**src/rtl/demux_pkg.sv**
```systemverilog
// rtl/demux_pkg.sv - shared constants, FSM state type and grant encoder for the demux scheduler
package demux_pkg;

    localparam int N_DEST = 8;
    localparam int SEL_W  = 3;

    typedef enum logic [1:0] {
        IDLE = 2'd0,
        XFER = 2'd1,
        GAP  = 2'd2
    } sched_state_e;

    function automatic logic [SEL_W-1:0] onehot_to_idx(input logic [N_DEST-1:0] oh);
        logic [SEL_W-1:0] idx;
        idx = '0;
        for (int i = 0; i < N_DEST; i++) begin
            if (oh[i]) begin
                idx = idx | SEL_W'(i);
            end
        end
        return idx;
    endfunction

endpackage

```
**src/rtl/demux_rr_scheduler_if.sv**
```systemverilog
// rtl/demux_rr_scheduler_if.sv - requester, upstream beat and demux-side signals of the scheduler
interface demux_rr_scheduler_if #(parameter int BURST_W = 4);
    import demux_pkg::*;

    logic [N_DEST-1:0]  req;
    logic [BURST_W-1:0] burst_len;
    logic               valid_in;
    logic               data_in;
    logic               ready_out;
    logic [SEL_W-1:0]   sel;
    logic               demux_in;
    logic [N_DEST-1:0]  grant;
    logic               busy;
    logic               done;

    modport master (
        output req, burst_len, valid_in, data_in,
        input  ready_out, sel, demux_in, grant, busy, done
    );

    modport slave (
        input  req, burst_len, valid_in, data_in,
        output ready_out, sel, demux_in, grant, busy, done
    );

endinterface

```
**src/rtl/rr_pick8.sv**
```systemverilog
// rtl/rr_pick8.sv - first set request at or above ptr, wrapping 7->0, as a one-hot grant
module rr_pick8
    import demux_pkg::*;
(
    input  logic [N_DEST-1:0] req,
    input  logic [SEL_W-1:0]  ptr,
    output logic [N_DEST-1:0] gnt,
    output logic              any
);

    logic             found;
    logic [SEL_W-1:0] idx;

    always_comb begin
        gnt   = '0;
        found = 1'b0;
        idx   = '0;
        any   = |req;
        // idx is SEL_W wide, so ptr + k wraps around the eight destinations for free
        for (int k = 0; k < N_DEST; k++) begin
            idx = ptr + SEL_W'(k);
            if (!found && req[idx]) begin
                gnt[idx] = 1'b1;
                found    = 1'b1;
            end
        end
    end

endmodule

```
**src/rtl/demux_rr_scheduler.sv**
```systemverilog
// rtl/demux_rr_scheduler.sv - round-robin burst scheduler driving the 1-to-8 demux select and data gate
module demux_rr_scheduler
    import demux_pkg::*;
#(
    parameter int BURST_W = 4
) (
    input  logic                  clk,
    input  logic                  rst,
    demux_rr_scheduler_if.slave   bus
);

    sched_state_e       state_q;
    logic [SEL_W-1:0]   ptr_q;
    logic [N_DEST-1:0]  grant_q;
    logic [SEL_W-1:0]   sel_q;
    logic [BURST_W-1:0] cnt_q;
    logic [BURST_W-1:0] len_q;
    logic               ready_q;
    logic               busy_q;
    logic               done_q;

    logic [N_DEST-1:0]  pick_gnt;
    logic               pick_any;
    logic [SEL_W-1:0]   sel_d;
    logic [SEL_W-1:0]   ptr_d;
    logic [BURST_W-1:0] cnt_d;
    logic [BURST_W-1:0] len_m1;
    logic               beat;
    logic               last_beat;

    rr_pick8 u_pick (
        .req (bus.req),
        .ptr (ptr_q),
        .gnt (pick_gnt),
        .any (pick_any)
    );

    assign sel_d  = onehot_to_idx(pick_gnt);
    assign ptr_d  = sel_q + 1'b1;
    assign cnt_d  = cnt_q + 1'b1;
    // A latched length of 0 wraps to all-ones here, giving a full 2^BURST_W beat burst
    assign len_m1    = len_q - 1'b1;
    assign beat      = bus.valid_in & ready_q;
    assign last_beat = beat & (cnt_q == len_m1);

    always_ff @(posedge clk or posedge rst) begin
        if (rst) begin
            state_q <= IDLE;
            ptr_q   <= '0;
            grant_q <= '0;
            sel_q   <= '0;
            cnt_q   <= '0;
            len_q   <= '0;
            ready_q <= 1'b0;
            busy_q  <= 1'b0;
            done_q  <= 1'b0;
        end else begin
            done_q <= 1'b0;
            unique case (state_q)
                IDLE, GAP: begin
                    if (pick_any) begin
                        grant_q <= pick_gnt;
                        sel_q   <= sel_d;
                        len_q   <= bus.burst_len;
                        cnt_q   <= '0;
                        ready_q <= 1'b1;
                        busy_q  <= 1'b1;
                        state_q <= XFER;
                    end else begin
                        grant_q <= '0;
                        sel_q   <= '0;
                        ready_q <= 1'b0;
                        busy_q  <= 1'b0;
                        state_q <= IDLE;
                    end
                end
                XFER: begin
                    if (beat) begin
                        cnt_q <= cnt_d;
                    end
                    if (last_beat) begin
                        done_q  <= 1'b1;
                        ready_q <= 1'b0;
                        ptr_q   <= ptr_d;
                        state_q <= GAP;
                    end
                end
                default: begin
                    ready_q <= 1'b0;
                    busy_q  <= 1'b0;
                    grant_q <= '0;
                    sel_q   <= '0;
                    state_q <= IDLE;
                end
            endcase
        end
    end

    assign bus.ready_out = ready_q;
    assign bus.grant     = grant_q;
    assign bus.sel       = sel_q;
    assign bus.busy      = busy_q;
    assign bus.done      = done_q;
    assign bus.demux_in  = bus.data_in & bus.valid_in & ready_q;

endmodule

```
**src/flat_wrapper.sv**
```systemverilog
// flat-port wrapper written by rule: the top's interface ports become plain ports
module demux_rr_scheduler_flat import demux_pkg::*;
#(
    parameter int BURST_W = 4
)
  (clk, rst, bus_req, bus_burst_len, bus_valid_in, bus_data_in, bus_ready_out, bus_sel, bus_demux_in, bus_grant, bus_busy, bus_done);
  demux_rr_scheduler_if #(.BURST_W(BURST_W)) bus_i ();
  input  logic clk;
  input  logic rst;
  input wire logic [$bits(bus_i.req)-1:0] bus_req;
  input wire logic [$bits(bus_i.burst_len)-1:0] bus_burst_len;
  input wire logic [$bits(bus_i.valid_in)-1:0] bus_valid_in;
  input wire logic [$bits(bus_i.data_in)-1:0] bus_data_in;
  output wire logic [$bits(bus_i.ready_out)-1:0] bus_ready_out;
  output wire logic [$bits(bus_i.sel)-1:0] bus_sel;
  output wire logic [$bits(bus_i.demux_in)-1:0] bus_demux_in;
  output wire logic [$bits(bus_i.grant)-1:0] bus_grant;
  output wire logic [$bits(bus_i.busy)-1:0] bus_busy;
  output wire logic [$bits(bus_i.done)-1:0] bus_done;
  assign bus_i.req = bus_req;
  assign bus_i.burst_len = bus_burst_len;
  assign bus_i.valid_in = bus_valid_in;
  assign bus_i.data_in = bus_data_in;
  assign bus_ready_out = bus_i.ready_out;
  assign bus_sel = bus_i.sel;
  assign bus_demux_in = bus_i.demux_in;
  assign bus_grant = bus_i.grant;
  assign bus_busy = bus_i.busy;
  assign bus_done = bus_i.done;
  demux_rr_scheduler #(.BURST_W(BURST_W)) u_core (.clk(clk), .rst(rst), .bus(bus_i));
endmodule
```
**config.mk**
```make
export PLATFORM = sky130hd
export DESIGN_NAME = demux_rr_scheduler_flat
export DESIGN_NICKNAME = d
export VERILOG_FILES = /design/src/rtl/demux_pkg.sv /design/src/rtl/demux_rr_scheduler_if.sv /design/src/rtl/rr_pick8.sv /design/src/rtl/demux_rr_scheduler.sv /design/src/flat_wrapper.sv
export SDC_FILE = /design/constraint.sdc
export NUM_CORES = 1
export LEC_CHECK = 0
export CAP_MARGIN = 20
export CORE_AREA = 2 2 79 81
export CTS_BUF_LIST = sky130_fd_sc_hd__clkbuf_16
export CTS_CLUSTER_SIZE = 28
export DETAILED_ROUTE_END_ITERATION = 16
export DIE_AREA = 0 0 81 83
export GPL_TIMING_DRIVEN = 0
export PLACE_DENSITY = 0.72
export SYNTH_ARGS = -nofsm -noshare
export SYNTH_HDL_FRONTEND = slang
export SYNTH_SLANG_ARGS = --single-unit
```
**constraint.sdc**
```tcl
create_clock -name clk -period 9.6 [get_ports clk]
set_clock_uncertainty 0.1 [all_clocks]
set_input_delay 1.92 -clock clk [delete_from_list [all_inputs] [get_ports clk]]
set_output_delay 1.92 -clock clk [all_outputs]
set_load 0.1 [all_outputs]
```
# Word-level counts from Yosys, hierarchy flattened
# Cells that the tools add are included.
# totals
wordCells,151
output_inout_bits,15
ff_bits,27
inputBits,16
# classes
n_lt_le_gt_ge,16
n_mux,70
eq_ne,6
reduce_logical,29
n_addsub,10
bitwise_logic,11
# op_table
cell,count
$mux 8,9
$or 8x8->8,7
$lt 3x4->1 const B,8
$mux 1,29
$bmux 1 s3,8
$demux 1 s3,8
$ge 3x1->1 const B,8
$pmux 8 s2,1
$logic_and 1x1->1,15
$mux 3,5
$add 3x3->3 const B,4
$mux 4,2
$pmux 4 s2,1
$reduce_or 8->1,1
$logic_not 1->1,7
$add 3x1->3 const B,2
$add 3x2->3 const B,2
$mux 2,3
$ne 2x1->1 const B,3
$pmux 3 s2,1
$add 4x1->4 const B,1
$and 1x1->1,4
$eq 4x4->1,1
$pmux 1 s2,2
other kinds (9),10

# Logic depth before layout (Yosys ltp)
# depth
word_depth,33
depth_mapped,14
ltp_nobuf,10

# Hierarchy
# Synthesis repeated with hierarchy kept, for this count alone.
# hier_totals
hier_cells,236
area_unflattened_um2,2434.8
# modules_own_cells
mod,n_inst,seq_area_each_um2,cells_per_inst,area_per_inst_um2
rr_pick8,1,0.0,134,1281.2
demux_rr_scheduler,1,650.6,102,1153.6

# Worst setup path after synthesis
# Ideal clock, no wire load.
# synth_timing
path_type,input to output
from,input port bus_valid_in
to,output port bus_demux_in
t_required_ns,7.580
path_buffers,0
arrival_time_ns,2.694
setup_slack_ns,4.886
cell_stages,1
cell_sequence,and3_1
# synth_between
elab_chain_cells,2
# synth_lines
item,line_no,source
"start, declared",flat_wrapper.sv:12,input wire logic [$bits(bus_i.valid_in)-1:0] bus_valid_in;
$and 1x1->1 (2 in series),demux_rr_scheduler.sv:104,assign bus.demux_in = bus.data_in & bus.valid_in & ready_q;
"end, declared",flat_wrapper.sv:16,output wire logic [$bits(bus_i.demux_in)-1:0] bus_demux_in;
# No other way between the ends.

# Final worst setup path
# Ends and elaborated chain as after synthesis.

==> impl_metrics.env <==
export IMPL_outcome="completed"
export IMPL_drcViolationCount=0
export IMPL_critical_path_peak_fanout=4
export IMPL_drt_pre_antenna_iters=5
export IMPL_synth_warning_count=0
export IMPL_final_core_utilization=0.504
export IMPL_cell_area_after_synthesis_sq_um=2470
export IMPL_capturing_element_type_of_the_critical_path="primary output"
export IMPL_synth_seq_cells=27
export IMPL_setup_slack_ps=3860
export IMPL_routed_via_density=6.21
export IMPL_final_fill_count=579
export IMPL_final_cells=382
export IMPL_die_area_sq_um=6720
export IMPL_grt_start_max_net_pins=28
export IMPL_syn_instance_count=276
export IMPL_num_nets_final=333
export IMPL_multi_input_comb_area_sq_um=1660
export IMPL_ys_async_sr_fraction=1.00
export IMPL_total_wirelength_of_the_detailed_routed_design_um=6840
export IMPL_min_period_ps=5740
export IMPL_count_of_flip_flops_with_a_built_in_enable_after_synthesis=0
export IMPL_htree_levels=1
export IMPL_crit_required_ps=7580
export IMPL_mostFrequentLayoutCell="sky130_fd_sc_hd__nand2_1"
export IMPL_clockBufferDepth=2
export IMPL_post_place_cells=377
export IMPL_dp_hpwl_um=5220
export IMPL_drive_above_1_share=0.121
export IMPL_drt_iter0_drc=254
export IMPL_syn2layout_area_growth_pct=18.7
export IMPL_holdBufCountCts=0
export IMPL_cts_tree="yes"
export IMPL_r2r_setup_slack_ps=5430
export IMPL_layout_worst_path_cycle_share=0.598
export IMPL_finalMaxSlewViolations=0
export IMPL_antennaDiodeCount=0
export IMPL_die_w_um=81
export IMPL_initial_core_util=0.424
export IMPL_clock_sinks=27
export IMPL_syn_nets=301
export IMPL_synth_flop_cell="sky130_fd_sc_hd__dfrtp_1"
export IMPL_chipHeight_um=83
export IMPL_groute_usage_overall=0.214
export IMPL_vias=2372
export IMPL_ant_nets=0
export IMPL_num_io_pins=31
export IMPL_rsz0062_at_grt="no"
export IMPL_clock_root_buffer="sky130_fd_sc_hd__clkbuf_16"
export IMPL_synth_seq_area_share=0.274
export IMPL_report_final_setup_viol=0
export IMPL_timing_critical_path_arrival_ps=3720
export IMPL_timing_slew_headroom=0.349
export IMPL_min_path_type="register to register"
export IMPL_placement_rows=28
export IMPL_grt_pass1_vias=2197
export IMPL_seqCellArea_sq_um=676
export IMPL_timing_setup_tns_ps=0
export IMPL_synth_area_per_cell_sq_um=8.94
export IMPL_postCtsSetupBuffers=0
export IMPL_detail_route_wl_per_cell_um=17.9
export IMPL_gr_total_overflow=0
export IMPL_timing_fmax_mhz=174
export IMPL_buffer_ports_inserted=26
export IMPL_final_hold_violation_count=0
export IMPL_post_place_ws_ps=3850
export IMPL_first_pass_grt_wire_length_um=11400
export IMPL_worst_setup_hold_path_clk_slew_ps=60
export IMPL_grt_antenna_before_repair=0
export IMPL_critPathLaunchType="input port"
export IMPL_most_frequent_cells_in_the_layout="sky130_fd_sc_hd__nand2_1 (35), sky130_fd_sc_hd__dfrtp_1 (27), sky130_fd_sc_hd__clkdlybuf4s50_1 (26), sky130_fd_sc_hd__nand3_1 (19)"
export IMPL_worst_slew_pin_transition_ps=973
export IMPL_coreArea_sq_um=5820
export IMPL_setup_worst_path_class="input port to primary output"
export IMPL_tritoncts_buffer_count=3
export IMPL_cap_violations=0
export IMPL_latest_clock_arrival_within_the_worst_skew_pair_ps=260
export IMPL_synth_cell_type_count=58
export IMPL_place_congestion=0.945
export IMPL_post_cts_resized=0
[area by class of cell]
| cell class | count | share of cell area |
|---|---|---|
| timing repair buffer | 27 | 0.0982 |
| multi-input combinational | 219 | 0.566 |
| clock buffer | 3 | 0.0256 |
| sequential | 27 | 0.231 |
| tap | 75 | 0.0320 |
| inverter | 10 | 0.0128 |
| buffer | 20 | 0.0333 |
| clock inverter | 1 | 0.00128 |
[through the flow]
stage / cell area (sq um) / hold slack, ps
after floorplan: 2470 / 402
after CTS: 2900 / 383
after detailed placement: 2820 / 368
after global routing: 2930 / 421
final: 2930 / 389
after global placement: 2820 / 365
[logic make-up (layout without fill, tap and decap cells)]
kind of cell,count (synthesis),count (layout),share of synthesized area
adder cells (fa/ha/maj),9,9,0.0456
buffers and inverters,30,61,0.0547
AO/OA/AOI/OAI,66,66,0.193
flip-flops,27,27,0.274
multiplexers,32,32,0.190
XOR/XNOR,11,11,0.0390
AND/OR/NAND/NOR,101,101,0.204
[sequential cells by signal, summed over array words and instances, names as in the netlist]
| name | cells |
|---|---|
| u_core.state_q | 2 |
| u_core.bus.sel | 3 |
| u_core.cnt_q | 4 |
| u_core.bus.ready_out | 1 |
| u_core.bus.grant | 8 |
| u_core.bus.done | 1 |
| u_core.len_q | 4 |
| u_core.ptr_q | 3 |
| u_core.bus.busy | 1 |
[critical path: stages]
cell                              delay (ps)
sky130_fd_sc_hd__clkdlybuf4s50_1         510
sky130_fd_sc_hd__and3_1                  160
sky130_fd_sc_hd__clkdlybuf4s50_1        1120
[path summary, 6_finish.rpt]
path | from | endpoint | cells past startpoint
max | bus_valid_in | bus_demux_in | 3
min | u_core.bus.busy | u_core.bus.busy | 2
max reg2reg | u_core.ptr_q[0] | u_core.bus.sel[2] | 13
min reg2reg | u_core.bus.busy | u_core.bus.busy | 2
max in group asynchronous | rst | u_core.len_q[0] | 3
min in group asynchronous | rst | u_core.bus.ready_out | 2
[metal layers]
metal | up-vias | GRT usage | wire (um)
met5 | - | 0 | 0
met2 | 119 | 0.335 | 3200
met4 | 0 | 0.0385 | 128
li1 | 1100 | - | -
met3 | 14 | 0.0304 | 499
met1 | 1139 | 0.315 | 3010
[synthesized netlist by cell type (all sizes together), types with 3 or more instances]
cell type	number	area, sq um
a21oi	16	83.8
a221o	3	30.0
a22o	7	61.3
a31oi	6	43.8
and3	3	18.8
buf	8	51.3
clkbuf	12	46.3
dfrtp	27	676
ha	9	113
inv	10	37.5
mux2	5	56.3
mux2i	16	164
mux4	11	248
nand2	35	131
nand3	19	95.1
nand4	4	25.0
nor2	15	56.3
nor2b	6	37.5
nor3	5	25.0
nor4	3	18.8
o21ai	11	55.1
xnor2	6	52.6
xor2	5	43.8
Power is not shown: default switching activity piles up to over one toggle a cycle in this logic, so the estimate is an artifact.
